File: src/rtl/uart_transmit_controller_if.sv
// Byte handshake between the register side (master) and the UART transmitter (slave).
interface uart_transmit_controller_if #(
    parameter int C_DATA_BITS = 8
);
    logic [C_DATA_BITS-1:0] TX_DATA;
    logic                   TX_VALID;
    logic                   TX_READY;

    modport master (output TX_DATA, output TX_VALID, input TX_READY);
    modport slave  (input TX_DATA, input TX_VALID, output TX_READY);
endinterface

File: src/rtl/uart_transmit_controller.sv
// UART TX: FIFO-buffered bytes serialized as start/data(LSB first)/parity/stop, one-cycle Interrupt on drain.
// Optional UART_TX_BREAK_EN adds TX_BREAK: holds TX low and blocks pops once the current frame has finished.
module uart_transmit_controller #(
    parameter int C_S_AXI_ACLK_FREQ_HZ = 100_000_000,
    parameter int C_BAUDRATE           = 9600,
    parameter int C_DATA_BITS          = 8,
    parameter int C_USE_PARITY         = 0,
    parameter int C_ODD_PARITY         = 0,
    parameter int C_FIFO_DEPTH         = 16
) (
    input  logic                            S_AXI_ACLK,
    input  logic                            S_AXI_ARESET,
`ifdef UART_TX_BREAK_EN
    input  logic                            TX_BREAK,
`endif
    uart_transmit_controller_if.slave       tx_if,
    output logic                            TX_FIFO_FULL,
    output logic                            TX_FIFO_EMPTY,
    output logic [$clog2(C_FIFO_DEPTH):0]   TX_COUNT,
    output logic                            TX_BUSY,
    output logic                            Interrupt,
    output logic                            TX
);
    localparam int   DIV     = C_S_AXI_ACLK_FREQ_HZ / C_BAUDRATE;
    localparam int   CW      = $clog2(DIV);
    localparam int   PW      = $clog2(C_FIFO_DEPTH);
    localparam int   CNTW    = PW + 1;
    localparam int   BW      = $clog2(C_DATA_BITS);
    localparam logic ODD_BIT = (C_ODD_PARITY != 0);

    typedef enum logic [2:0] {S_IDLE, S_START, S_DATA, S_PARITY, S_STOP} state_t;

    logic [C_DATA_BITS-1:0] mem_q [C_FIFO_DEPTH];
    logic [PW-1:0]          wr_ptr_q, rd_ptr_q;
    logic [CNTW-1:0]        count_q, count_d;
    state_t                 state_q;
    logic [CW-1:0]          baud_q;
    logic [BW-1:0]          bit_q;
    logic [C_DATA_BITS-1:0] sh_q;
    logic                   par_q, tx_q, irq_q;
    logic                   push, pop, baud_done, brk_block;
    logic [C_DATA_BITS-1:0] head;

`ifdef UART_TX_BREAK_EN
    // Set while a break is held; keeps the line idle for one bit period after release.
    logic brk_wait_q;
    assign brk_block = TX_BREAK | brk_wait_q;
`else
    assign brk_block = 1'b0;
`endif

    assign TX_FIFO_EMPTY  = (count_q == '0);
    assign TX_FIFO_FULL   = (count_q == CNTW'(C_FIFO_DEPTH));
    assign tx_if.TX_READY = ~TX_FIFO_FULL;
    assign TX_COUNT       = count_q;
    assign TX_BUSY        = (state_q != S_IDLE);
    assign Interrupt      = irq_q;
    assign TX             = tx_q;

    assign head      = mem_q[rd_ptr_q];
    assign baud_done = (baud_q == CW'(DIV - 1));
    assign push      = tx_if.TX_VALID & ~TX_FIFO_FULL;
    assign pop       = ~TX_FIFO_EMPTY & ~brk_block &
                       ((state_q == S_IDLE) | ((state_q == S_STOP) & baud_done));

    always_comb begin
        count_d = count_q;
        if (push && !pop) begin
            count_d = count_q + CNTW'(1);
        end else if (pop && !push) begin
            count_d = count_q - CNTW'(1);
        end
    end

    always_ff @(posedge S_AXI_ACLK) begin
        if (push) begin
            mem_q[wr_ptr_q] <= tx_if.TX_DATA;
        end
    end

    always_ff @(posedge S_AXI_ACLK) begin
        if (S_AXI_ARESET) begin
            wr_ptr_q <= '0;
            rd_ptr_q <= '0;
            count_q  <= '0;
        end else begin
            if (push) wr_ptr_q <= wr_ptr_q + PW'(1);
            if (pop)  rd_ptr_q <= rd_ptr_q + PW'(1);
            count_q <= count_d;
        end
    end

    always_ff @(posedge S_AXI_ACLK) begin
        if (S_AXI_ARESET) begin
            state_q <= S_IDLE;
            baud_q  <= '0;
            bit_q   <= '0;
            sh_q    <= '0;
            par_q   <= 1'b0;
            tx_q    <= 1'b1;
            irq_q   <= 1'b0;
`ifdef UART_TX_BREAK_EN
            brk_wait_q <= 1'b0;
`endif
        end else begin
            irq_q <= 1'b0;
            if (pop) begin
                state_q <= S_START;
                baud_q  <= '0;
                sh_q    <= head;
                par_q   <= (^head) ^ ODD_BIT;
                tx_q    <= 1'b0;
            end else begin
                case (state_q)
                    S_IDLE: begin
`ifdef UART_TX_BREAK_EN
                        tx_q <= ~TX_BREAK;
                        if (TX_BREAK) begin
                            brk_wait_q <= 1'b1;
                            baud_q     <= '0;
                        end else if (brk_wait_q) begin
                            if (baud_done) begin
                                brk_wait_q <= 1'b0;
                                baud_q     <= '0;
                            end else begin
                                baud_q <= baud_q + CW'(1);
                            end
                        end
`else
                        tx_q   <= 1'b1;
                        baud_q <= '0;
`endif
                    end
                    S_START: begin
                        if (baud_done) begin
                            state_q <= S_DATA;
                            baud_q  <= '0;
                            bit_q   <= '0;
                            tx_q    <= sh_q[0];
                            sh_q    <= sh_q >> 1;
                        end else begin
                            baud_q <= baud_q + CW'(1);
                        end
                    end
                    S_DATA: begin
                        if (baud_done) begin
                            baud_q <= '0;
                            if (bit_q == BW'(C_DATA_BITS - 1)) begin
                                if (C_USE_PARITY != 0) begin
                                    state_q <= S_PARITY;
                                    tx_q    <= par_q;
                                end else begin
                                    state_q <= S_STOP;
                                    tx_q    <= 1'b1;
                                end
                            end else begin
                                bit_q <= bit_q + BW'(1);
                                tx_q  <= sh_q[0];
                                sh_q  <= sh_q >> 1;
                            end
                        end else begin
                            baud_q <= baud_q + CW'(1);
                        end
                    end
                    S_PARITY: begin
                        if (baud_done) begin
                            state_q <= S_STOP;
                            baud_q  <= '0;
                            tx_q    <= 1'b1;
                        end else begin
                            baud_q <= baud_q + CW'(1);
                        end
                    end
                    S_STOP: begin
                        // Reaching here at baud_done means no pop: either drained or held by a break.
                        if (baud_done) begin
                            state_q <= S_IDLE;
                            baud_q  <= '0;
                            irq_q   <= TX_FIFO_EMPTY;
                        end else begin
                            baud_q <= baud_q + CW'(1);
                        end
                    end
                    default: begin
                        state_q <= S_IDLE;
                        baud_q  <= '0;
                        tx_q    <= 1'b1;
                    end
                endcase
            end
        end
    end
endmodule

File: src/flat_wrapper.sv
// flat-port wrapper written by rule: the top's interface ports become plain ports
module uart_transmit_controller_flat 
#(
    parameter int C_S_AXI_ACLK_FREQ_HZ = 100_000_000,
    parameter int C_BAUDRATE           = 9600,
    parameter int C_DATA_BITS          = 8,
    parameter int C_USE_PARITY         = 0,
    parameter int C_ODD_PARITY         = 0,
    parameter int C_FIFO_DEPTH         = 16
)
  (S_AXI_ACLK, S_AXI_ARESET, TX_FIFO_FULL, TX_FIFO_EMPTY, TX_COUNT, TX_BUSY, Interrupt, TX, tx_if_TX_DATA, tx_if_TX_VALID, tx_if_TX_READY);
  uart_transmit_controller_if #(.C_DATA_BITS(C_DATA_BITS)) tx_if_i ();
  input  logic S_AXI_ACLK;
  input  logic S_AXI_ARESET;
  output logic TX_FIFO_FULL;
  output logic TX_FIFO_EMPTY;
  output logic [$clog2(C_FIFO_DEPTH):0] TX_COUNT;
  output logic TX_BUSY;
  output logic Interrupt;
  output logic TX;
  input wire logic [$bits(tx_if_i.TX_DATA)-1:0] tx_if_TX_DATA;
  input wire logic [$bits(tx_if_i.TX_VALID)-1:0] tx_if_TX_VALID;
  output wire logic [$bits(tx_if_i.TX_READY)-1:0] tx_if_TX_READY;
  assign tx_if_i.TX_DATA = tx_if_TX_DATA;
  assign tx_if_i.TX_VALID = tx_if_TX_VALID;
  assign tx_if_TX_READY = tx_if_i.TX_READY;
  uart_transmit_controller #(.C_S_AXI_ACLK_FREQ_HZ(C_S_AXI_ACLK_FREQ_HZ), .C_BAUDRATE(C_BAUDRATE), .C_DATA_BITS(C_DATA_BITS), .C_USE_PARITY(C_USE_PARITY), .C_ODD_PARITY(C_ODD_PARITY), .C_FIFO_DEPTH(C_FIFO_DEPTH)) u_core (.S_AXI_ACLK(S_AXI_ACLK), .S_AXI_ARESET(S_AXI_ARESET), .tx_if(tx_if_i), .TX_FIFO_FULL(TX_FIFO_FULL), .TX_FIFO_EMPTY(TX_FIFO_EMPTY), .TX_COUNT(TX_COUNT), .TX_BUSY(TX_BUSY), .Interrupt(Interrupt), .TX(TX));
endmodule
File: config.mk
export PLATFORM = sky130hd
export DESIGN_NAME = uart_transmit_controller_flat
export DESIGN_NICKNAME = d
export VERILOG_FILES = /design/src/rtl/uart_transmit_controller_if.sv /design/src/rtl/uart_transmit_controller.sv /design/src/flat_wrapper.sv
export SDC_FILE = /design/constraint.sdc
export NUM_CORES = 1
export LEC_CHECK = 0
export CORE_UTILIZATION = 55
export DETAILED_ROUTE_END_ITERATION = 8
export PLACE_DENSITY = 0.79
export SLEW_MARGIN = 30
export SYNTH_ARGS = -nofsm -noshare
export SYNTH_HDL_FRONTEND = slang
export SYNTH_SLANG_ARGS = --single-unit
export TNS_END_PERCENT = 100
File: constraint.sdc
create_clock -name S_AXI_ACLK -period 2.91 [get_ports S_AXI_ACLK]
set_input_delay 0.582 -clock S_AXI_ACLK [delete_from_list [all_inputs] [get_ports S_AXI_ACLK]]
set_output_delay 0.582 -clock S_AXI_ACLK [all_outputs]
set_load 0.05 [all_outputs]
# After elaboration in Yosys (flattened, before gate mapping)

Memories as Yosys holds them, arrays and structs flattened. A register that Yosys moved wholly into a read port is not among the register bits.
Cells that the tools add are included.

Bits in registers: 43
Memories: 1
Memory bits (read-only): 0
Output and inout bits: 11
Latch bits: 0
Bits of input ports: 11
Bits in writable memories: 128

Memories:

| name         | depth | width | rd ports | clocked after memory_dff | write ports | line                           | text |
|---|---|---|---|---|---|---|---|
| u_core.mem_q | 16    | 8     | 1        | 1                        | 1           | uart_transmit_controller.sv:33 | `logic [C_DATA_BITS-1:0] mem_q [C_FIFO_DEPTH];` |

Equal/unequal tests: 21
Magnitude comparators: 0
Reductions and logical operators: 19
Add/sub/neg operators: 6
Shift operators: 0
Muxes and demuxes: 27
Bitwise gates (word level): 11
Multiply operators: 0
Divide/modulo/power cells: 0

Operators with widths:

| kind                  | number |
|---|---|
| $mux 8                | 4 |
| $mux 3                | 7 |
| $pmux 8 s2            | 1 |
| $ne 3x1->1 const B    | 5 |
| $pmux 3 s5            | 1 |
| $add 14x1->14 const B | 1 |
| $eq 14x14->1 const B  | 1 |
| $ne 2x1->1 const B    | 7 |
| $reduce_and 6->1      | 2 |
| $reduce_or 4->1       | 3 |
| $mux 5                | 2 |
| $add 4x1->4 const B   | 2 |
| $mux 1                | 8 |
| $mux 4                | 2 |
| $reduce_and 4->1      | 2 |
| $not 1->1             | 7 |
| $eq 3x2->1 const B    | 2 |
| $eq 3x3->1 const B    | 2 |
| $pmux 3 s2            | 1 |
| $reduce_bool 3->1     | 2 |
| $add 5x1->5 const B   | 1 |
| $eq 5x5->1 const B    | 1 |
| $logic_not 5->1       | 1 |
| $reduce_and 5->1      | 1 |
| other kinds (13)      | 18 |

# Longest topological paths before layout

Depth in word-level cells: 7
Depth in mapped cells: 13
Gate-level depth less buffers: 13

# Least setup slack after synthesis

No wires, ideal clock.

Kind: register -> register
Start point: reg u_core.count_q[2], in the netlist u_core.TX_COUNT[2]
End point: reg u_core.count_q[4], in the netlist u_core.TX_COUNT[4]
Path slack: -496 ps
Stages on the path, launching flop included: 13
Arrival: 3285 ps
Cell sequence: dfxtp_1 -> nor4_1 -> and2b_1 -> nor4_4 -> inv_2 -> ha_1 -> inv_1 -> ha_1 -> nor2b_1 -> o21a_1 -> or3_1 -> a21oi_1 -> mux2_2

Cells in the longest elaborated chain, start to end: 6

Ends and longest elaborated chain:

| what                                               | line                           | text |
|---|---|---|
| start, declared                                    | uart_transmit_controller.sv:35 | `logic [CNTW-1:0] count_q, count_d;` |
| start signal, assigned                             | uart_transmit_controller.sv:89 | `count_q <= count_d;` |
| $logic_not 5->1 *                                  | uart_transmit_controller.sv:52 | `assign TX_FIFO_EMPTY = (count_q == '0);` |
| via TX_FIFO_EMPTY                                  | flat_wrapper.sv:16             | `output logic TX_FIFO_EMPTY;` |
| $not 1->1 *                                        | uart_transmit_controller.sv:63 | `assign pop = ~TX_FIFO_EMPTY & ~brk_block &` |
| $and 1x1->1 *                                      | uart_transmit_controller.sv:63 |  |
| $logic_not 1->1                                    | uart_transmit_controller.sv:68 | `if (push && !pop) begin` |
| $logic_and 1x1->1                                  | uart_transmit_controller.sv:68 |  |
| $mux 5 / $reduce_bool 2->1 (equally long branches) | n/a                            |  |

Mark *: on every way through the listed nets, which the timed path passes. The rest lies on a longest branch. The select of a mux whose other input is x is not followed.
A chain may end at the register's enable or synchronous reset.

# Final worst setup path

Start point: reg u_core.baud_q[10]
End point: reg u_core.count_q[4], in the netlist u_core.TX_COUNT[4]

Cells in the longest elaborated chain, start to end: 7

Ends and longest elaborated chain:

| what                                               | line                            | text |
|---|---|---|
| start, declared                                    | uart_transmit_controller.sv:37  | `logic [CW-1:0] baud_q;` |
| start signal, assigned                             | uart_transmit_controller.sv:142 | `baud_q <= baud_q + CW'(1);` |
| start signal, assigned                             | uart_transmit_controller.sv:162 | `baud_q <= baud_q + CW'(1);` |
| start signal, assigned                             | uart_transmit_controller.sv:171 | `baud_q <= baud_q + CW'(1);` |
| $eq 14x14->1 *                                     | uart_transmit_controller.sv:61  | `assign baud_done = (baud_q == CW'(DIV - 1));` |
| $and 1x1->1 *                                      | uart_transmit_controller.sv:64  | `((state_q == S_IDLE) \| ((state_q == S_STOP) & baud_done));` |
| $or 1x1->1 *                                       | uart_transmit_controller.sv:64  |  |
| $and 1x1->1 *                                      | uart_transmit_controller.sv:63  |  |
| $logic_not 1->1                                    | uart_transmit_controller.sv:68  |  |
| $logic_and 1x1->1                                  | uart_transmit_controller.sv:68  |  |
| $mux 5 / $reduce_bool 2->1 (equally long branches) | n/a                             |  |

Mark *: on every way between the ends. The rest lies on a longest branch, timed or not.

==> results_dict.tcl <==
set metrics [dict create \
    synth.yosys.seq_area_share 0.667 \
    worst-path-max-fanout 3 \
    placed_area_um2 7850 \
    clk_path_buf_depth 2 \
    synthArstFlopShare 0 \
    hold_viol_final 0 \
    cp_common_cell "ha_4" \
    fin_crit_sh 0.963 \
    n_antenna_cell 0 \
    grt.met1_usage 0.304 \
    finalSetupViolCount 0 \
    cts_made_buffers 17 \
    core_um2 12700 \
    status "finished clean" \
    endpoint_kind "register" \
    cts-root-buf "clkbuf_16" \
    p_clk_frac 0.325 \
    drv_cap 0 \
    die_x_um 116 \
    start_util 0.566 \
    drive_gt1_frac 0.246 \
    fp.dieH_um 116 \
    syn_inst 483 \
    first_global_vias 4116 \
    synth_nets 507 \
    regArea_um2 4810 \
    place_inst 689 \
    hp-class "reg2reg" \
    final_cell_area_um2 8560 \
    worstMarginPinSlew_ns 0.814 \
    crit_type "reg2reg" \
    htree_num_levels 4 \
    skew_ns 0.0101 \
    ant_nets 0 \
    worstPathArrival_ns 3.11 \
    wl_per_cell_um 19.6 \
    power.total_mw 7.24 \
    dp_slack_ns -0.118 \
    synth_warnings 0 \
    p_leak_nw 2.86 \
    irDropWorstVdd_mv 0.605 \
    drtPass1Iterations 5 \
    synthToLayoutAreaGrowth_pct 19.4 \
    p_int_mw 5.05 \
    viasPerCell 5.84 \
    clock_latency_ns 0.43 \
    boundaryPins 22 \
    multiInputGateArea_um2 2320 \
    synth_edf_count 128 \
    cpPeakStageDelay_ns 0.35 \
    port_buffers 21 \
    setup_ws_ns 0.108 \
    instances_no_fill 728 \
    synth_top_flop_cell "edfxtp_1" \
    synth_area_um2 7170 \
    layout_commonest_cell "edfxtp_1" \
    die_area_um2 13500 \
    seqPwrFrac 0.416 \
    numClockSinks 175 \
    cpMaxStageDelayCell "and4bb_2" \
    pwr-share-comb 0.259 \
    required_ns 3.22 \
    grt_pass1_wl_um 22300 \
    antenna_found_initial 0 \
    slew_viol_final 0 \
    max_freq_mhz 357 \
    fp-row-count 41 \
    overflow 0 \
    p_sw_mw 2.19 \
    swShare 0.303 \
    synth-seq-cells 175 \
    p_per_area_nw_per_um2 846 \
    synth_cell_types 51 \
    busiest_layer "met2" \
    track_usage 0.232 \
    layout_common_cells "edfxtp_1, nor2_1, buf_4" \
    hpwlAfterDp_um 8970 \
    final_nets 567 \
    via_count 4250 \
    first_iter_violations 339 \
    routabilityCongestion 0.791 \
    worst_setup_path_start_kind "register" \
    finalWorstPathRequiredPeriod_ns 2.80 \
    path_clk_slew_ns 0.07 \
    crit_chain "and4bb_2, a41oi_4, nor4_4, inv_2, ha_4, inv_4, ha_4, nor2b_2, o21a_1, or3_1, a21oi_2, mux2_2" \
    syn_avg_cell_area_um2 14.8 \
    routed_wl_um 14200 \
    grt_util_met2 0.381 \
    max_slew_margin 0.457 \
    n_fill_cell 826 \
    grt_max_degree 30 \
    drc 0 \
    grtUsageMet3 0.0555 \
    cts_tree "done" \
]
power by group through the flow:
stage	Combinational [mW]	Clock (mW)	Sequential (mW)
detailed placement	1.79	0	3.06
global placement	1.74	0	3.05
finish	1.87	2.36	3.01
CTS	1.86	2.38	3.01
floorplan	1.22	0	3.10
global route	2.02	2.48	3.04
cell type report:
cell class                      instances  share of cell area
Sequential cell                       175               0.561
Multi-Input combinational cell        275               0.271
Timing Repair Buffer                   65              0.0661
Clock buffer                           17              0.0497
Tap cell                              172              0.0251
Clock inverter                         15              0.0224
Inverter                                9             0.00424
final timing paths:
check,endpoint,cells after the start,slack (ns),startpoint
worst min-delay path,u_core.baud_q[0]$_SDFF_PP0_,1,0.45,u_core.baud_q[0]$_SDFF_PP0_
worst min register to register,u_core.baud_q[0]$_SDFF_PP0_,1,0.45,u_core.baud_q[0]$_SDFF_PP0_
worst max-delay path,u_core.TX_COUNT[4]$_SDFFE_PP0P_,12,0.11,u_core.baud_q[10]$_SDFF_PP0_
worst max register to register,u_core.TX_COUNT[4]$_SDFFE_PP0P_,12,0.11,u_core.baud_q[10]$_SDFF_PP0_
per-layer routing:
| metal | share of wire | vias up |
|---|---|---|
| met5 | 0 | - |
| met4 | 0.015 | 0 |
| met3 | 0.047 | 19 |
| met2 | 0.51 | 136 |
| met1 | 0.43 | 2143 |
| li1 | - | 1952 |
worst max-delay path: cells and delay by family, from the launching register on:
| family | cells | cell delay, ns |
|---|---|---|
| simple gates | 4 | 1.03 |
| compound gates | 3 | 0.48 |
| fa+ha+maj | 2 | 0.37 |
| flops | 1 | 0.34 |
| mux | 1 | 0.33 |
| buf+inv | 2 | 0.15 |
state kept, by name, indices dropped and copies added (netlist names), named ones only:
name,flops
u_core.state_q,3
u_core.bit_q,3
u_core.mem_q,128
u_core.Interrupt,1
u_core.TX,1
u_core.rd_ptr_q,4
u_core.TX_COUNT,5
u_core.sh_q,8
u_core.wr_ptr_q,4
u_core.baud_q,14
cell families (layout without fill, tap and decap cells):
| group | Yosys count | count (layout) | synth area share |
|---|---|---|---|
| and+or+nand+nor | 142 | 142 | 0.104 |
| buffers and inverters | 33 | 106 | 0.0202 |
| adders and majority gates | 13 | 13 | 0.0237 |
| DFF | 175 | 175 | 0.667 |
| AOI/OAI and AO/OA | 57 | 57 | 0.0545 |
| muxes | 45 | 45 | 0.108 |
| xor gates and xnor gates | 18 | 18 | 0.0220 |
synth_stat cells, drive strengths merged, types with 4 or more instances:
cell	n	area [um^2]
mux4	25	563
o21ai	6	30.0
nand3	5	25.0
a211oi	7	52.6
xnor2	11	96.3
clkbuf	16	60.1
a2111oi	6	53.8
a21oi	20	100
edfxtp	128	3840
mux2i	10	100
ha	12	150
dfxtp	47	941
nand4	4	31.3
nor2b	15	93.8
xor2	7	61.3
mux2	10	113
nand2b	11	68.8
or3	11	68.8
inv	9	33.8
o221ai	7	61.3
and3	4	25.0
buf	8	51.3
nor3	8	45.0
nor2	51	191
nand2	21	78.8
through the flow:
stage / util / setup TNS [ns] / hold slack, ns
finish: 0.676 / 0 / 0.448
global route: 0.676 / -0.0111 / 0.474
global placement: 0.620 / -0.0925 / 0.422
detailed placement: 0.620 / -0.118 / 0.433
CTS: 0.674 / 0 / 0.440
floorplan: - / 0 / 0.413
what timing repair did:
| item | 4_1_cts | 5_1_grt |
|---|---|---|
| endpoints found under the hold margin | 0 | 0 |
| buffers inserted | 5 | 2 |
| gates cloned | 0 | 0 |
| pin swaps | 6 | 4 |
| hold buffers | 0 | 0 |
| resized for setup | 10 | 3 |
| endpoints found under the setup margin | 1 | 1 |
(Power assumes the default switching activity.)
